--- src/rtl/ahb_sram_if.sv ---
`default_nettype none
// ---------------------------------------------------------------------------
// ahb_sram_if : AHB-Lite slave front end for a single-port synchronous SRAM
// rev 1.0
// ---------------------------------------------------------------------------
module ahb_sram_if #(
  parameter int ABITS = 10
) (
  input  logic             clk_i,
  input  logic             rst_i,
  input  logic             hsel_i,
  input  logic [31:0]      haddr_i,
  input  logic [1:0]       htrans_i,
  input  logic             hwrite_i,
  input  logic [2:0]       hsize_i,
  input  logic [31:0]      hwdata_i,
  input  logic             hready_i,
  output logic [31:0]      hrdata_o,
  output logic             hreadyout_o,
  output logic             hresp_o,
  output logic [ABITS-1:0] mem_addr_o,
  output logic             mem_we_o,
  output logic [3:0]       mem_be_o,
  output logic [31:0]      mem_din_o,
  input  logic [31:0]      mem_dout_i
);

  typedef enum logic [2:0] {
    S_IDLE    = 3'd0,
    S_WRITE   = 3'd1,
    S_READ    = 3'd2,
    S_RD_WAIT = 3'd3,
    S_ERR1    = 3'd4,
    S_ERR2    = 3'd5
  } state_t;

  state_t           state;
  state_t           next_state;
  logic [ABITS-1:0] wr_addr;
  logic [ABITS-1:0] rd_addr;
  logic [3:0]       wr_be;
  logic             ready_q;
  logic             resp_q;
  logic             we_q;
  logic             rd_q;

  logic             accept;
  logic             bad_xfer;
  logic             load;
  logic [ABITS-1:0] bus_word;
  logic [3:0]       bus_be;
  logic             unused_bits;

  assign accept      = hsel_i & hready_i & htrans_i[1];
  assign bus_word    = haddr_i[ABITS+1:2];
  assign unused_bits = ^{haddr_i[31:ABITS+2], htrans_i[0]};
  // ready_q is low only in RD_WAIT/ERR1, where no address phase may be taken
  assign load        = accept & ~bad_xfer & ready_q;

  always_comb begin
    bus_be   = 4'b0000;
    bad_xfer = 1'b0;
    case (hsize_i)
      3'd0: bus_be = 4'b0001 << haddr_i[1:0];
      3'd1: begin
        bus_be   = haddr_i[1] ? 4'b1100 : 4'b0011;
        bad_xfer = haddr_i[0];
      end
      3'd2: begin
        bus_be   = 4'b1111;
        bad_xfer = |haddr_i[1:0];
      end
      default: bad_xfer = 1'b1;
    endcase
  end

  always_comb begin
    next_state = state;
    case (state)
      S_RD_WAIT: next_state = S_READ;
      S_ERR1:    next_state = S_ERR2;
      default: begin
        if (hready_i) begin
          if (!accept)
            next_state = S_IDLE;
          else if (bad_xfer)
            next_state = S_ERR1;
          else if (hwrite_i)
            next_state = S_WRITE;
          else if (state == S_WRITE)
            next_state = S_RD_WAIT;
          else
            next_state = S_READ;
        end
      end
    endcase
  end

  always_ff @(posedge clk_i or posedge rst_i) begin
    if (rst_i) begin
      state   <= S_IDLE;
      wr_addr <= '0;
      wr_be   <= 4'b0000;
      rd_addr <= '0;
      ready_q <= 1'b1;
      resp_q  <= 1'b0;
      we_q    <= 1'b0;
      rd_q    <= 1'b0;
    end else begin
      state   <= next_state;
      ready_q <= (next_state != S_RD_WAIT) && (next_state != S_ERR1);
      resp_q  <= (next_state == S_ERR1) || (next_state == S_ERR2);
      we_q    <= (next_state == S_WRITE);
      rd_q    <= (next_state == S_READ);
      if (load) begin
        if (hwrite_i) begin
          wr_addr <= bus_word;
          wr_be   <= bus_be;
        end else begin
          rd_addr <= bus_word;
        end
      end
    end
  end

  // A read seen during a write data phase is deferred to RD_WAIT, so the
  // SRAM has already committed the write when the read is issued.
  always_comb begin
    mem_addr_o = '0;
    if (we_q)
      mem_addr_o = wr_addr;
    else if (state == S_RD_WAIT)
      mem_addr_o = rd_addr;
    else if (load && !hwrite_i && !rst_i)
      mem_addr_o = bus_word;
  end

  assign hreadyout_o = ready_q;
  assign hresp_o     = resp_q;
  assign hrdata_o    = rd_q ? mem_dout_i : 32'h0;
  assign mem_we_o    = we_q;
  assign mem_be_o    = we_q ? wr_be : 4'b0000;
  assign mem_din_o   = hwdata_i;

endmodule
`default_nettype wire

--- config.mk ---
export PLATFORM = sky130hd
export DESIGN_NAME = ahb_sram_if
export DESIGN_NICKNAME = d
export VERILOG_FILES = /design/src/rtl/ahb_sram_if.sv
export SDC_FILE = /design/constraint.sdc
export NUM_CORES = 1
export LEC_CHECK = 0
export CAP_MARGIN = 10
export CORE_MARGIN = 2
export CORE_UTILIZATION = 29
export CTS_BUF_LIST = sky130_fd_sc_hd__clkbuf_8
export CTS_CLUSTER_DIAMETER = 50
export DETAILED_ROUTE_END_ITERATION = 10
export HOLD_SLACK_MARGIN = 0.06
export PLACE_DENSITY = 0.8
export SLEW_MARGIN = 20
export SYNTH_ARGS = -nofsm -noshare
export SYNTH_HDL_FRONTEND = slang
export SYNTH_SLANG_ARGS = --single-unit
--- constraint.sdc ---
create_clock -name clk_i -period 1.55 [get_ports clk_i]
set_input_delay 0.31 -clock clk_i [delete_from_list [all_inputs] [get_ports clk_i]]
set_output_delay 0.31 -clock clk_i [all_outputs]
set_load 0.01 [all_outputs]
==> flow_summary_export.csv, run 1 <==
group,metric,value,unit
outcome,status,"complete, but fails checks",
outcome,violations,"negative setup slack",
yosys,ys_types,37,
sta,whs,0.3811,ns
clock_tree,hold_buffers,0,
setup_path,worstSetupStartpoint,"hreadyout_o$_DFF_PP1_",
placed_design,io_buffers,101,
setup_path,critPathKind,"reg2out",
sta,slew_violations,0,
global_route,grt_max_degree,26,
sta,finalHoldViolations,0,
cells_and_area,final_common_cell,"clkdlybuf4s50_1",
clock_tree,cts.clk_slew.worst_paths,0.07,ns
yosys,synth_ff_type,"dfrtp_1",
floorplanning,die_area,0.007728,mm^2
drt,drt_iter0_markers,49,
setup_path,r2r_start,"state[2]$_DFF_PP0_",
placed_design,globalplace.congestion,0.9022,
sta,worst_slack,-0.5784,ns
sta,finClkSkew,0.006207,ns
sta,fin_setup_tns,-5.487,ns
clock_tree,cts_root_buffer,"clkbuf_8",
clock_tree,numCtsBuffers,5,
sta,setup_violations,14,
yosys,ys_warn_count,0,
power,vdd.ir_drop.worst,0.0006100,V
drt,drcViolationCount,0,
yosys,ys_seq_area_frac,0.3805,
cells_and_area,syn2layout_area_growth,69.24,%
drt,num_vias,1963,
global_route,antenna_found_initial,0,
clock_tree,h-tree-depth,2,
setup_path,crit_path_max_fanout,4,
cells_and_area,final_area,0.003456,mm^2
placed_design,place_hpwl,4688,um
floorplanning,pin_count,187,
power,p_leak,1.633,nW
global_route,track_usage,0.1626,
yosys,syn-cell-area,0.002042,mm^2
yosys,syn_nets,319,
power,cellPowerDensity,848.2,mW/mm^2
yosys,avgSynthCellArea,9.587,um^2
clock_tree,cts_sinks,31,
setup_path,r2r_slack,0.07,ns
setup_path,crit_cells,8,
clock_tree,cts_buffer_depth,2,
sta,fin_crit,2.128,ns
setup_path,endpoint_kind,"primary output",
cells_and_area,drive_above_1_share,0.5000,
setup_path,critical_path.slowest_cell,"dfstp_2",
setup_path,cp_top_family,"flip-flops",
floorplanning,die_w,87.91,um
yosys,synth_seq_cells,31,
sta,slew_headroom,0.7925,
cells_and_area,fin_util,0.5087,
drt,wire_per_inst,14.51,um
power,total_power,2.931,mW
drt,ant_nets,0,
setup_path,crit_buf_inv,4,
job,drv_cap,0,
sta,worst_slew_pin_slew,0.3109,ns
setup_path,worst_ep_required_time,1.24,ns
clock_tree,cts_tree,"yes",
floorplanning,core,0.006794,mm^2
global_route,first_global_vias,2082,
setup_path,cpPeakStageDelay,0.57,ns
worst_hold_path,min_path_type,"in2async",
yosys,syn_inst,213,
floorplanning,fp-row-count,30,
setup_path,worstPathArrival,1.82,ns
setup_path,path_cells,"o211ai_4 > nor4_4 > buf_4 > buf_6 > buf_6 > a22oi_1 > o21ai_1 > buf_2",
global_route,grt_pass1_wl,9701,um
setup_path,r2r_cells,7,
setup_path,critPathLaunchType,"flop",
drt,drt_pre_antenna_iters,4,
sta,clock.fmax,0.4698,GHz
drt,wirelength,6181,um
cells_and_area,final_cell_mix,"clkdlybuf4s50_1 (44), buf_6 (33), buf_4 (33)",
global_route,grt.overflow.total,0,
placed_design,placed_cell_area,0.003188,mm^2
cells_and_area,diodes,0,
clock_tree,clk_latency,0.29,ns
yosys,synth_edf_count,0,
yosys,async_flop_share,1.000,
drt,vias_per_cell,4.608,
cells_and_area,nets,435,
floorplanning,die_y,87.91,um
setup_path,cp_common_cell,"buf_6",
floorplanning,start_util,0.3006,
sta,min_period_over_period,1.373,
sta,grt_setup_unrepaired,"true",
## logic make-up after synthesis
logic type	synth area share
compound gates	0.1544
buf+inv	0.1526
simple gates	0.1967
mux	0.1158
flops	0.3805
## state kept, by name, summed over array words and instances, names as in the netlist
name	count
hreadyout_o	1
hresp_o	1
wr_addr	10
rd_q	1
rd_addr	10
wr_be	4
mem_we_o	1
state	3
## cell usage after synthesis, types with 2 or more instances
master	instances	area [um^2]
a21oi_1	4	20.02
a22oi_1	10	75.07
and2_1	37	231.5
buf_4	32	240.2
buf_6	2	22.52
clkbuf_1	6	22.52
dfrtp_1	30	750.7
inv_1	7	26.28
mux2_2	17	191.4
mux2_4	3	45.04
nand2_1	15	56.30
nand3b_1	2	15.01
nor2_1	5	18.77
nor3b_1	2	15.01
o21ai_0	8	40.04
o21ai_1	11	55.05
o22ai_1	2	12.51
## worst register-to-register path: cells and delay by family, from the launching register on
family / cells / cell delay (ns)
AOI/OAI and AO/OA: 1 / 0.11
buffers and inverters: 3 / 0.29
and+or+nand+nor: 3 / 0.64
DFF: 1 / 0.35
## per-layer routing
layer  global-route usage  share of wire  vias to the layer above
met2               0.2961           0.54                       70
met3              0.03110          0.058                       21
li1                     -              -                      932
met5                    0              0                        -
met1               0.1773           0.37                      940
met4              0.08671          0.032                        0
## stage by stage
stage	setup WS (ns)	cells
global placement	-1.179	405
global route	-0.6722	426
finish	-0.5784	426
CTS	-0.5869	427
detailed placement	-1.211	405
floorplan	-0.2251	213
## final cells by class
cell class | count | area, um^2
multi-input combinational | 135 | 1076
sequential | 31 | 778.2
inverter | 7 | 26.28
timing repair buffer | 149 | 1351
clock buffer | 7 | 96.34
fill | 628 | 3338
tap | 96 | 120.1
clock inverter | 1 | 7.507
## path summary, 6_finish.rpt
kind | endpoint
worst max-delay path | mem_addr_o[8]
worst min-delay path | wr_addr[0]$_DFFE_PP0P_
worst max register to register | mem_we_o$_DFF_PP0_
worst min register to register | wr_be[3]$_DFFE_PP0P_
max in group asynchronous | rd_q$_DFF_PP0_
min in group clk_i | wr_be[3]$_DFFE_PP0P_
## repair_timing
item	4_1_cts	5_1_grt
endpoints found under the setup margin	78	51
hold endpoints to repair	0	0
gates cloned	2	0
pin swaps	6	5
resized for setup	216	58
buffers inserted	12	2
## power by group
part	internal [mW]	switching [mW]	leakage [nW]
combinational	0.613	0.457	1.18
sequential	1.02	0.124	0.402
clock	0.404	0.312	0.0505
total	2.04	0.893	1.63
Power figures use the tool's default switching activity.
==> run 2, diff against run 1 <==
Settings changed: HOLD_SLACK_MARGIN 0.06 to default, RECOVER_POWER from default to 50.
==> flow_summary_export.csv, run 2 (same netlist as run 1, synthesis figures left out) <==
group,metric,value,unit
drt,drcViolationCount,0,
sta,finClkSkew,0.006208,ns
clock_tree,cts.clk_slew.worst_paths,0.06,ns
cells_and_area,drive_above_1_share,0.5000,
setup_path,cp_common_cell,"buf_6",
worst_hold_path,min_path_type,"in2async",
clock_tree,cts_buffer_depth,2,
sta,worst_slew_pin_slew,0.6044,ns
power,power.internal,2.034,mW
sta,slew_headroom,0.5970,
sta,grt_setup_unrepaired,"true",
floorplanning,start_util,0.3006,
setup_path,critPathLaunchType,"flop",
sta,setup_violations,14,
floorplanning,pin_count,187,
clock_tree,h-tree-depth,2,
setup_path,critPathKind,"reg2out",
setup_path,worstSetupStartpoint,"hreadyout_o$_DFF_PP1_",
cells_and_area,fin_util,0.5064,
cells_and_area,final_cell_mix,"clkdlybuf4s50_1 (44), buf_6 (33), buf_4 (33)",
cells_and_area,nets,435,
setup_path,crit_path_max_fanout,4,
power,vdd.ir_drop.worst,0.0006111,V
clock_tree,clk_latency,0.29,ns
drt,drt_pre_antenna_iters,4,
setup_path,regToRegEndpoint,"mem_we_o$_DFF_PP0_",
global_route,gr-usage-met3,0.03110,
global_route,use_met2,0.2961,
setup_path,critical_path.slowest_cell,"dfstp_2",
sta,min_period_over_period,1.372,
power,pwr-share-clk,0.244,
floorplanning,die_y,87.91,um
cells_and_area,reg_top3,"rd_addr: 10 flops, wr_addr: 10 flops, wr_be: 4 flops",
cells_and_area,diodes,0,
setup_path,path_cells,"o211ai_4 > nor4_4 > buf_4 > buf_6 > buf_6 > a22oi_1 > o21ai_1 > buf_2",
cells_and_area,final_common_cell,"clkdlybuf4s50_1",
clock_tree,cts_tree,"yes",
global_route,track_usage,0.1626,
setup_path,r2r_start,"state[2]$_DFF_PP0_",
placed_design,io_buffers,101,
cells_and_area,syn2layout_area_growth,68.50,%
placed_design,globalplace.congestion,0.9022,
sta,slew_violations,0,
sta,finalHoldViolations,0,
job,drv_cap,0,
global_route,grt_max_degree,26,
drt,wirelength,6203,um
setup_path,r2r_slack,0.07,ns
power,p_sw,0.8928,mW
setup_path,worstPathArrival,1.82,ns
floorplanning,die_w,87.91,um
floorplanning,die_area,0.007728,mm^2
global_route,grt_use_met1,0.1773,
drt,ant_nets,0,
power,pwr-share-comb,0.365,
clock_tree,numCtsBuffers,5,
global_route,grt.overflow.total,0,
drt,num_vias,1958,
drt,vias_per_cell,4.596,
setup_path,endpoint_kind,"primary output",
clock_tree,cts_sinks,31,
floorplanning,fp-row-count,30,
global_route,grt_pass1_wl,9701,um
clock_tree,cts_root_buffer,"clkbuf_8",
setup_path,r2r_cells,7,
sta,worst_slack,-0.5773,ns
drt,drt_iter0_markers,40,
outcome,status,"complete, but fails checks",
clock_tree,hold_buffers,0,
power,cellPowerDensity,850.5,mW/mm^2
global_route,first_global_vias,2082,
power,p_sw_frac,0.3051,
sta,fin_setup_tns,-5.491,ns
floorplanning,core,0.006794,mm^2
outcome,violations,"negative setup slack",
global_route,antenna_found_initial,0,
drt,wire_per_inst,14.56,um
power,power_frac_seq,0.391,
global_route,grt.busiest_layer,"met2",
sta,clock.fmax,0.4701,GHz
setup_path,cpPeakStageDelay,0.57,ns
sta,fin_crit,2.127,ns
power,p_leak,1.628,nW
setup_path,worst_ep_required_time,1.24,ns
placed_design,place_hpwl,4688,um
[run 2: cell count changes in the layout (fill, tap and decap cells not counted), sizes merged]
cell and change:
buf -1, clkbuf +1
[run 2: per-stage QoR]
stage / setup WS [ns] / cells / hold WS, ns / total power, mW / instance area, um^2
6_report: -0.5773 / 426 / 0.3573 / 2.926 / 3441
5_1_grt: -0.6722 / 426 / 0.4041 / 3.087 / 3441
3_5_place_dp: -1.211 / 405 / 0.4637 / 2.151 / 3188
4_1_cts: -0.5869 / 427 / 0.3883 / 2.877 / 3286
2_1_floorplan: -0.2251 / 213 / 0.4128 / 1.654 / 2042
3_3_place_gp: -1.179 / 405 / 0.4608 / 2.116 / 3188
[run 2: how the worst max path moves through the flow]
stage | slack, ns | depth (start not counted) | end
after global placement | -1.18 | 8 | mem_addr_o[0]
after floorplan | -0.23 | 5 | mem_addr_o[0]
after CTS | -0.59 | 8 | mem_addr_o[9]
final | -0.58 | 8 | mem_addr_o[8]
after global routing | -0.67 | 8 | mem_addr_o[8]
after detailed placement | -1.21 | 8 | mem_addr_o[2]
[run 2: layout make-up]
cell class / count / area (um^2)
fill: 629 / 3353
timing repair buffer: 149 / 1336
multi-input combinational: 135 / 1076
sequential: 31 / 778.2
tap: 96 / 120.1
clock buffer: 7 / 96.34
inverter: 7 / 26.28
clock inverter: 1 / 7.507
[run 2: timing repair]
item,CTS,global route
resized for setup,216,58
hold endpoints to repair,0,0
setup buffers,12,2
setup endpoints to repair,78,51
cloned,2,0
pin swaps,6,5
[run 2: worst max-delay path: cells and delay by family (launching register included)]
family / cells / cell delay [ns]
simple gates: 1 / 0.20
flops: 1 / 0.57
compound gates: 3 / 0.27
buf+inv: 4 / 0.50
[run 2: routing by layer]
| layer | routed length (um) | up-vias |
|---|---|---|
| met5 | 0 | - |
| met4 | 197 | 0 |
| met3 | 320 | 21 |
| met2 | 3327 | 62 |
| met1 | 2356 | 942 |
| li1 | - | 933 |
[run 2: power by group through the flow]
| stage | clock network (mW) | logic (mW) | registers (mW) |
|---|---|---|---|
| 6_report | 0.714 | 1.07 | 1.15 |
| 3_3_place_gp | 0 | 0.977 | 1.14 |
| 5_1_grt | 0.771 | 1.15 | 1.17 |
| 3_5_place_dp | 0 | 1.00 | 1.15 |
| 2_1_floorplan | 0 | 0.512 | 1.14 |
| 4_1_cts | 0.727 | 1.01 | 1.14 |
